`config.mk`:
```
export PLATFORM = sky130hd
export DESIGN_NAME = seq_mult_16bit
export DESIGN_NICKNAME = d
export VERILOG_FILES = /design/src/rtl/seq_mult_pkg.sv /design/src/rtl/cla_16bit.sv /design/src/rtl/seq_mult_16bit.sv
export SDC_FILE = /design/constraint.sdc
export NUM_CORES = 1
export LEC_CHECK = 0
export BUFFER_PORTS_ARGS = -buffer_cell sky130_fd_sc_hd__buf_2
export CELL_PAD_IN_SITES_DETAIL_PLACEMENT = 0
export CELL_PAD_IN_SITES_GLOBAL_PLACEMENT = 1
export CORE_MARGIN = 2
export CORE_UTILIZATION = 44
export DETAILED_ROUTE_END_ITERATION = 6
export PLACE_DENSITY = 0.93
export SKIP_LAST_GASP = 1
export SLEW_MARGIN = 20
export SYNTH_ARGS = -nofsm -noshare
export SYNTH_HDL_FRONTEND = slang
export SYNTH_SLANG_ARGS = --single-unit
export TNS_END_PERCENT = 5
```
`constraint.sdc`:
```
create_clock -name clk -period 6.7 [get_ports clk]
set_input_delay 1.34 -clock clk [delete_from_list [all_inputs] [get_ports clk]]
set_output_delay 1.34 -clock clk [all_outputs]
set_load 0.05 [all_outputs]
```
`src/rtl/seq_mult_pkg.sv`:
```
// Purpose: shared sizes and FSM encoding for the sequential shift-add multiplier.
// Latency: none (declarations only).
// Backpressure: none (declarations only).
package seq_mult_pkg;

    // Operand width; fixed to the width of the CLA adder.
    localparam int WIDTH = 16;
    // Bit counter width; must hold the value WIDTH, not only WIDTH-1.
    localparam int CNT_W = 5;

    typedef enum logic [1:0] {
        ST_IDLE = 2'd0,
        ST_RUN  = 2'd1,
        ST_DONE = 2'd2
    } state_t;

endpackage

```
`src/rtl/cla_16bit.sv`:
```
// Purpose: 16-bit carry-lookahead adder, four 4-bit groups with a second lookahead level.
// Latency: combinational, zero cycles.
// Backpressure: none; pure function of its inputs.
module cla_16bit (
    input  logic [15:0] a_i,
    input  logic [15:0] b_i,
    input  logic        cin_i,
    output logic [15:0] s_o,
    output logic        cout_o
);

    logic [15:0] g;
    logic [15:0] p;
    logic [15:0] c;
    logic [3:0]  gg;
    logic [3:0]  gp;
    logic [4:0]  gc;

    assign g = a_i & b_i;
    assign p = a_i ^ b_i;

    // Group-level lookahead: carry into each 4-bit group from group generate/propagate.
    assign gc[0] = cin_i;
    assign gc[1] = gg[0] | (gp[0] & cin_i);
    assign gc[2] = gg[1] | (gp[1] & gg[0]) | (gp[1] & gp[0] & cin_i);
    assign gc[3] = gg[2] | (gp[2] & gg[1]) | (gp[2] & gp[1] & gg[0])
                 | (gp[2] & gp[1] & gp[0] & cin_i);
    assign gc[4] = gg[3] | (gp[3] & gg[2]) | (gp[3] & gp[2] & gg[1])
                 | (gp[3] & gp[2] & gp[1] & gg[0])
                 | (gp[3] & gp[2] & gp[1] & gp[0] & cin_i);

    for (genvar k = 0; k < 4; k++) begin : g_grp
        logic [3:0] gk;
        logic [3:0] pk;
        logic       ck;

        assign gk = g[4*k +: 4];
        assign pk = p[4*k +: 4];
        assign ck = gc[k];

        assign gg[k] = gk[3] | (pk[3] & gk[2]) | (pk[3] & pk[2] & gk[1])
                     | (pk[3] & pk[2] & pk[1] & gk[0]);
        assign gp[k] = &pk;

        // Bit carries inside the group, each fully expanded from the group carry-in.
        assign c[4*k]     = ck;
        assign c[4*k + 1] = gk[0] | (pk[0] & ck);
        assign c[4*k + 2] = gk[1] | (pk[1] & gk[0]) | (pk[1] & pk[0] & ck);
        assign c[4*k + 3] = gk[2] | (pk[2] & gk[1]) | (pk[2] & pk[1] & gk[0])
                          | (pk[2] & pk[1] & pk[0] & ck);
    end

    assign s_o    = p ^ c;
    assign cout_o = gc[4];

endmodule

```
`src/rtl/seq_mult_16bit.sv`:
```
// Purpose: unsigned 16x16->32 shift-add multiplier, one multiplier bit retired per cycle.
// Latency: accept at edge T, out_valid from edge T+17; one transaction in flight.
// Backpressure: holds product/out_valid indefinitely while out_ready=0; in_ready only in IDLE.
module seq_mult_16bit
    import seq_mult_pkg::*;
(
    input  logic                 clk,
    input  logic                 rst,
    input  logic                 in_valid,
    output logic                 in_ready,
    input  logic [WIDTH-1:0]     a,
    input  logic [WIDTH-1:0]     b,
    output logic                 out_valid,
    input  logic                 out_ready,
    output logic [2*WIDTH-1:0]   product,
    output logic                 busy
);

    state_t                state_q;
    logic [WIDTH-1:0]      md_q;
    logic [WIDTH-1:0]      mq_q;
    logic [WIDTH-1:0]      acc_q;
    logic [CNT_W-1:0]      cnt_q;
    logic [2*WIDTH-1:0]    product_q;
    logic                  out_valid_q;
    logic                  busy_q;

    logic [WIDTH-1:0]      add_a;
    logic [WIDTH-1:0]      add_s;
    logic                  add_cout;
    logic [WIDTH-1:0]      acc_d;
    logic [WIDTH-1:0]      mq_d;

    // Partial product is the multiplicand only when the current multiplier bit is set.
    assign add_a = mq_q[0] ? md_q : '0;

    cla_16bit u_cla (
        .a_i    (add_a),
        .b_i    (acc_q),
        .cin_i  (1'b0),
        .s_o    (add_s),
        .cout_o (add_cout)
    );

    // 33-bit {cout,sum,mq} shifted right by one into the 32-bit {acc,mq} pair.
    assign acc_d = {add_cout, add_s[WIDTH-1:1]};
    assign mq_d  = {add_s[0], mq_q[WIDTH-1:1]};

    // Reset dominates so no operand is ever advertised as accepted in a reset cycle.
    assign in_ready  = !rst && (state_q == ST_IDLE);
    assign out_valid = out_valid_q;
    assign product   = product_q;
    assign busy      = busy_q;

    // Control FSM plus datapath registers; cnt runs 0..WIDTH, the final RUN cycle publishes.
    always_ff @(posedge clk) begin
        if (rst) begin
            state_q     <= ST_IDLE;
            md_q        <= '0;
            mq_q        <= '0;
            acc_q       <= '0;
            cnt_q       <= '0;
            product_q   <= '0;
            out_valid_q <= 1'b0;
            busy_q      <= 1'b0;
        end else begin
            case (state_q)
                ST_IDLE: begin
                    if (in_valid) begin
                        md_q    <= a;
                        mq_q    <= b;
                        acc_q   <= '0;
                        cnt_q   <= '0;
                        busy_q  <= 1'b1;
                        state_q <= ST_RUN;
                    end
                end
                ST_RUN: begin
                    if (cnt_q == CNT_W'(WIDTH)) begin
                        product_q   <= {acc_q, mq_q};
                        out_valid_q <= 1'b1;
                        state_q     <= ST_DONE;
                    end else begin
                        acc_q <= acc_d;
                        mq_q  <= mq_d;
                        cnt_q <= cnt_q + CNT_W'(1);
                    end
                end
                ST_DONE: begin
                    if (out_ready) begin
                        out_valid_q <= 1'b0;
                        busy_q      <= 1'b0;
                        cnt_q       <= '0;
                        state_q     <= ST_IDLE;
                    end
                end
                default: begin
                    out_valid_q <= 1'b0;
                    busy_q      <= 1'b0;
                    state_q     <= ST_IDLE;
                end
            endcase
        end
    end

endmodule
```
# [Word level (Yosys, flattened, before mapping)]
# Index checks and enable logic that the tools add are counted.
[word_totals] reg_bits=89 input_bits=36 out_inout_bits=35 word_cells=155
[classes] add_sub_neg=1 eq_ne=7 muxes=20 bitwise_logic=104 n_reduce_logical=15
[op_table] operator="two-way mux 16 bit" count=5
[op_table] operator="case mux 16 bit (2 select lines)" count=2
[op_table] operator="bitwise AND 1 bit" count=60
[op_table] operator="bitwise OR 1 bit" count=39
[op_table] operator="bitwise XOR 16 bit" count=2
[op_table] operator="bitwise AND 16 bit" count=1
[op_table] operator="AND reduction 4 bit" count=4
[op_table] operator="two-way mux 5 bit" count=3
[op_table] operator="case mux 5 bit (3 select lines)" count=1
[op_table] operator="AND reduction 3 bit" count=4
[op_table] operator="inequality test 2 bit (second input constant)" count=4
[op_table] operator="two-way mux 2 bit" count=3
[op_table] operator="case mux 1 bit (3 select lines)" count=2
[op_table] operator="case mux 2 bit (3 select lines)" count=1
[op_table] operator="adder 5 x 1 -> 5 bit (second input constant)" count=1
[op_table] operator="equality test 5 bit (second input constant)" count=1
[op_table] operator="AND reduction 2 bit" count=2
[op_table] operator="two-way mux 1 bit" count=3
[op_table] operator="nonzero test 3 bit" count=1
[op_table] operator="equality test 2 x 1 -> 1 bit (second input constant)" count=1
[op_table] operator="equality test 2 bit (second input constant)" count=1
[op_table] operator="zero test 2 bit" count=1
[op_table] operator="NOT 1 bit" count=2
[op_table] operator="nonzero test 2 bit" count=1
[op_table] operator="2 further kinds" count=2

# [Longest topological paths before layout]
[depth] depth_word=14 depth_mapped=13 ltp_nobuf=12

# [By module]
# Synthesis repeated with hierarchy kept, for this count alone.
[unflattened] cells_unflattened=532 hier_area_um2=4424.2
[modules_own_cells] mod="seq_mult_16bit" n_inst=1 cells_per_inst=459 area_each_um2=3788.6 seq_area_each_um2=1781.7
[modules_own_cells] mod="cla_16bit" n_inst=1 cells_per_inst=73 area_each_um2=635.6 seq_area_each_um2=0.0

# [Least setup slack after synthesis]
# No wires, ideal clock.
[synth_path] path_type="input -> output" startpoint="input port rst" endpoint="output port in_ready" t_arrival_ps=2575 required_ps=5360 path_slack_ps=2785 cell_stages=2 n_path_buf=1 path_cell_list="clkbuf_1 > nor3_1"
[synth_via] elab_chain_len=2
[synth_rtl] element="from (decl)" line_no="seq_mult_16bit.sv:8" source="input logic rst,"
[synth_rtl] element="zero test 1 bit" line_no="seq_mult_16bit.sv:50" source="assign in_ready = !rst && (state_q == ST_IDLE);"
[synth_rtl] element="logical AND 1 bit" line_no="seq_mult_16bit.sv:50"
[synth_rtl] element="to (decl)" line_no="seq_mult_16bit.sv:10" source="output logic in_ready,"
# No other way between the ends.

# [Worst setup path in the final report]
# Same ends and word-level chain as after synthesis.

==> impl_results.md <==
- Mean Syn Cell Area: 7.98 um^2
- Nets@finish: 622
- Clock transition at path regs: roughly 0.090 ns
- Reg2reg end: acc_q[12]
- ANT cells: 0
- Final setup fails: 0
- R2R cell count: 12
- Critical Path Max Stage Delay: about 0.63 ns
- Top cell type's share of synthesized area: between 40% and 50%
- Distinct cells, synth: 47
- Most common cell on crit path: buf_2
- Final instance area: about 4700 um^2
- Hold path depth: 2
- Post-synth top area cell: dfxtp_1
- Worst relative slew slack: 40.9%
- Via count: around 3500
- Number of synthesized flops with an enable pin: 0
- Setup TNS Final: 0 ns
- Routability cong.: 0.889
- Worst VDD drop: 0.110 mV
- HP Class: flip-flop to flip-flop
- Slew Limit Fails: 0
- Post-DP HPWL: approximately 6500 um
- Routed wire length: about 9400 um
- Clk Latency, worst-skew pair: roughly 0.36 ns
- Asr flop ratio synth: 0%
- Pwr/cell area: around 230 nW/um^2
- Port Buffers: 70
- Clk_skew: 0.0115 ns
- Initial antenna violation count: 0
- Placed Instance Area: around 4500 um^2
- NetSw: 287 uW
- Max Root-Sink Buffers: 2
- Register area share after synthesis: a little over two fifths
- DRC Markers: 0
- Slack of the worst reg-to-reg path: between 3 and 4 ns
- Global route total overflow: 0
- Ports: between 70 and 80
- Critical path's top delay family: buffers and inverters
- Clock sink count: slightly below 90
- Critical Path Stages: 4
- Top-count cell post-synth: nand2_1
- Sw Ratio: 27.1%
- Number of gates resized after CTS: 0
- F_max: 0.268 GHz
- CP bufs+invs: 3
- CP endpoint kind: output pin
- Overall routing resource usage: 19.3%
- Area grow syn2layout: 15.2%
- Synth Flop Type: dfxtp_1
- Post-layout util: between 50% and 60%
- Vias in the first global route: roughly 3300
- 1st-iter DRT viols: ~190
- Yosys warning total: 0
- Critical path cell sequence: buf_2, buf_4, nor3_1, buf_2
- Clock share of power: a little under two fifths
- TritonCTS Buffers: 9
- CP arrival: 2.40 ns
- Net Count, Synth: between 500 and 600
- DIE HEIGHT: approximately 100 um
- Comb power frac: about a tenth
- Ranking of synthesized cells by area: dfxtp_1 (44%), nand2_1 (14%), a21oi_1 (8.6%)
- Slowest CP cell: buf_4
- Hold Vio Cnt, Final: 0
- First drt pass iteration count: 4
- Worst Hold Endpoint: md_q[14]
- Hold-fix buffers, CTS: 0
- Die X: between 100 and 150 um
- Internal power: around 770 uW
- Number of cell rows: 35
- Cell count after synthesis: 510
- Leak: 0.00201 uW
- Setup bufs post-CTS: 0
- CTS root buf: clkbuf_8
- Largest net degree at the start of global routing: 87
- MaxCap Viol Count: 0
- Slew @ Worst Pin: slightly below 0.9 ns
- Reg2reg start: mq_q[0]
- RSZ-0062 raised after global routing: no
- Via density: between 5 and 6
- Most frequent cells after synthesis: nand2_1 (150), dfxtp_1 (89), a21oi_1 (70)
- CP Data Required Time: between 5 and 6 ns
- Crit Path Max Fanout: 86
- Outcome: finished, final reports clean
- Syn Std Cell Area: 4070 um^2
- Core area: approximately 9100 um^2
- Seq pwr share: a little over half
- Layout cells sized above 1: approximately 17%
- Flops & latches, synth: 89
- Starting Density: ~45%
- H-tree levels: 3
- First-pass GRT wire length: 15600 um
- Worst Setup Path Type: input port to output pin
- Detail Route Antenna Nets: 0
- Avg WL per Cell: ~14 um
- Die area: ~10000 um^2
- Hold Crit Start: md_q[14]
- Fin crit share: 55.8%
- Worst setup SP type: input port
- CTS tree: built
- Final min period: roughly 3.7 ns
==> power groups by stage <==
stage,Sequential [uW],Combinational (uW),Clock [uW]
6_report,565,101,392
5_1_grt,569,114,424
3_5_place_dp,577,101,0
4_1_cts,565,102,398
2_1_floorplan,572,72.4,0
3_3_place_gp,577,97.6,0
==> registers in the layout (all words and copies together), names as in the netlist <==
name,count
acc_q,16
busy,1
cnt_q,5
md_q,16
mq_q,16
out_valid,1
product,32
state_q,2
==> metrics by stage <==
stage | hold slack [ns] | cells | power, uW | setup slack (ns)
6_report | 0.453 | 680 | 1060 | 2.96
5_1_grt | 0.473 | 680 | 1110 | 2.80
4_1_cts | 0.456 | 680 | 1060 | 2.92
3_5_place_dp | 0.444 | 664 | 679 | 2.93
3_3_place_gp | 0.441 | 664 | 675 | 2.95
2_1_floorplan | 0.432 | 510 | 644 | 2.79
==> metal layers <==
layer,GRT usage [%],vias to the layer above,routed length [um]
met5,0,-,0
met4,6.85,0,46
met3,2.72,2,472
met2,31.3,80,4350
met1,26.2,1611,4540
li1,-,1838,-
==> kinds of logic (layout without fill, tap and decap cells) <==
logic type	Yosys count	after routing	synth area share, %
mux	1	1	0.246
xor+xnor	10	10	2.15
simple gates	234	234	24.8
fa+ha+maj	22	22	7.50
flops	89	89	43.8
buf+inv	37	96	3.63
compound gates	117	117	17.8
==> how the worst max path moves through the flow <==
stage / startpoint / to / slack (ns)
final: rst / in_ready / 2.96
after CTS: rst / in_ready / 2.92
after global routing: rst / in_ready / 2.80
after global placement: rst / in_ready / 2.95
after floorplan: rst / in_ready / 2.79
after detailed placement: rst / in_ready / 2.93
==> layout by cell type, fill, tap and decap left out, types with 2 or more instances in the layout <==
cell type,Yosys,final
inv_1,6,6
nand3_1,12,12
and2_1,16,16
fa_1,4,4
buf_4,0,4
o21ai_0,4,4
nor2_1,32,32
a311oi_1,17,17
nand2_1,150,149
clkbuf_8,0,10
a21oi_1,70,70
a21o_1,9,9
xor2_1,7,7
xnor2_1,3,3
inv_6,0,4
buf_2,7,70
or3_1,3,3
o21a_1,3,3
nand2b_1,3,3
nor3_1,4,4
dfxtp_1,89,89
ha_1,18,18
o21bai_1,2,2
nand4_1,2,2
==> worst reg2reg max path, cell delays in order (launching register included) <==
cell and delay [ns]:
dfxtp_1 0.67, and2_1 0.27, ha_1 0.26, and4_1 0.21, a2111o_1 0.41, or4b_1 0.22
nand2_1 0.11, o21ai_0 0.32, a21oi_1 0.14, fa_1 0.39, xor2_1 0.13, nand3_1 0.09
a21oi_1 0.16
==> area by class of cell <==
class                      count  area, um^2
fill                         895        4420
multi-input combinational    384        2150
sequential                    89        1780
timing repair buffer          74         380
tap                          111         139
clock buffer                  10         138
clock inverter                 6        72.6
inverter                       6        22.5
(Power assumes the default switching activity.)
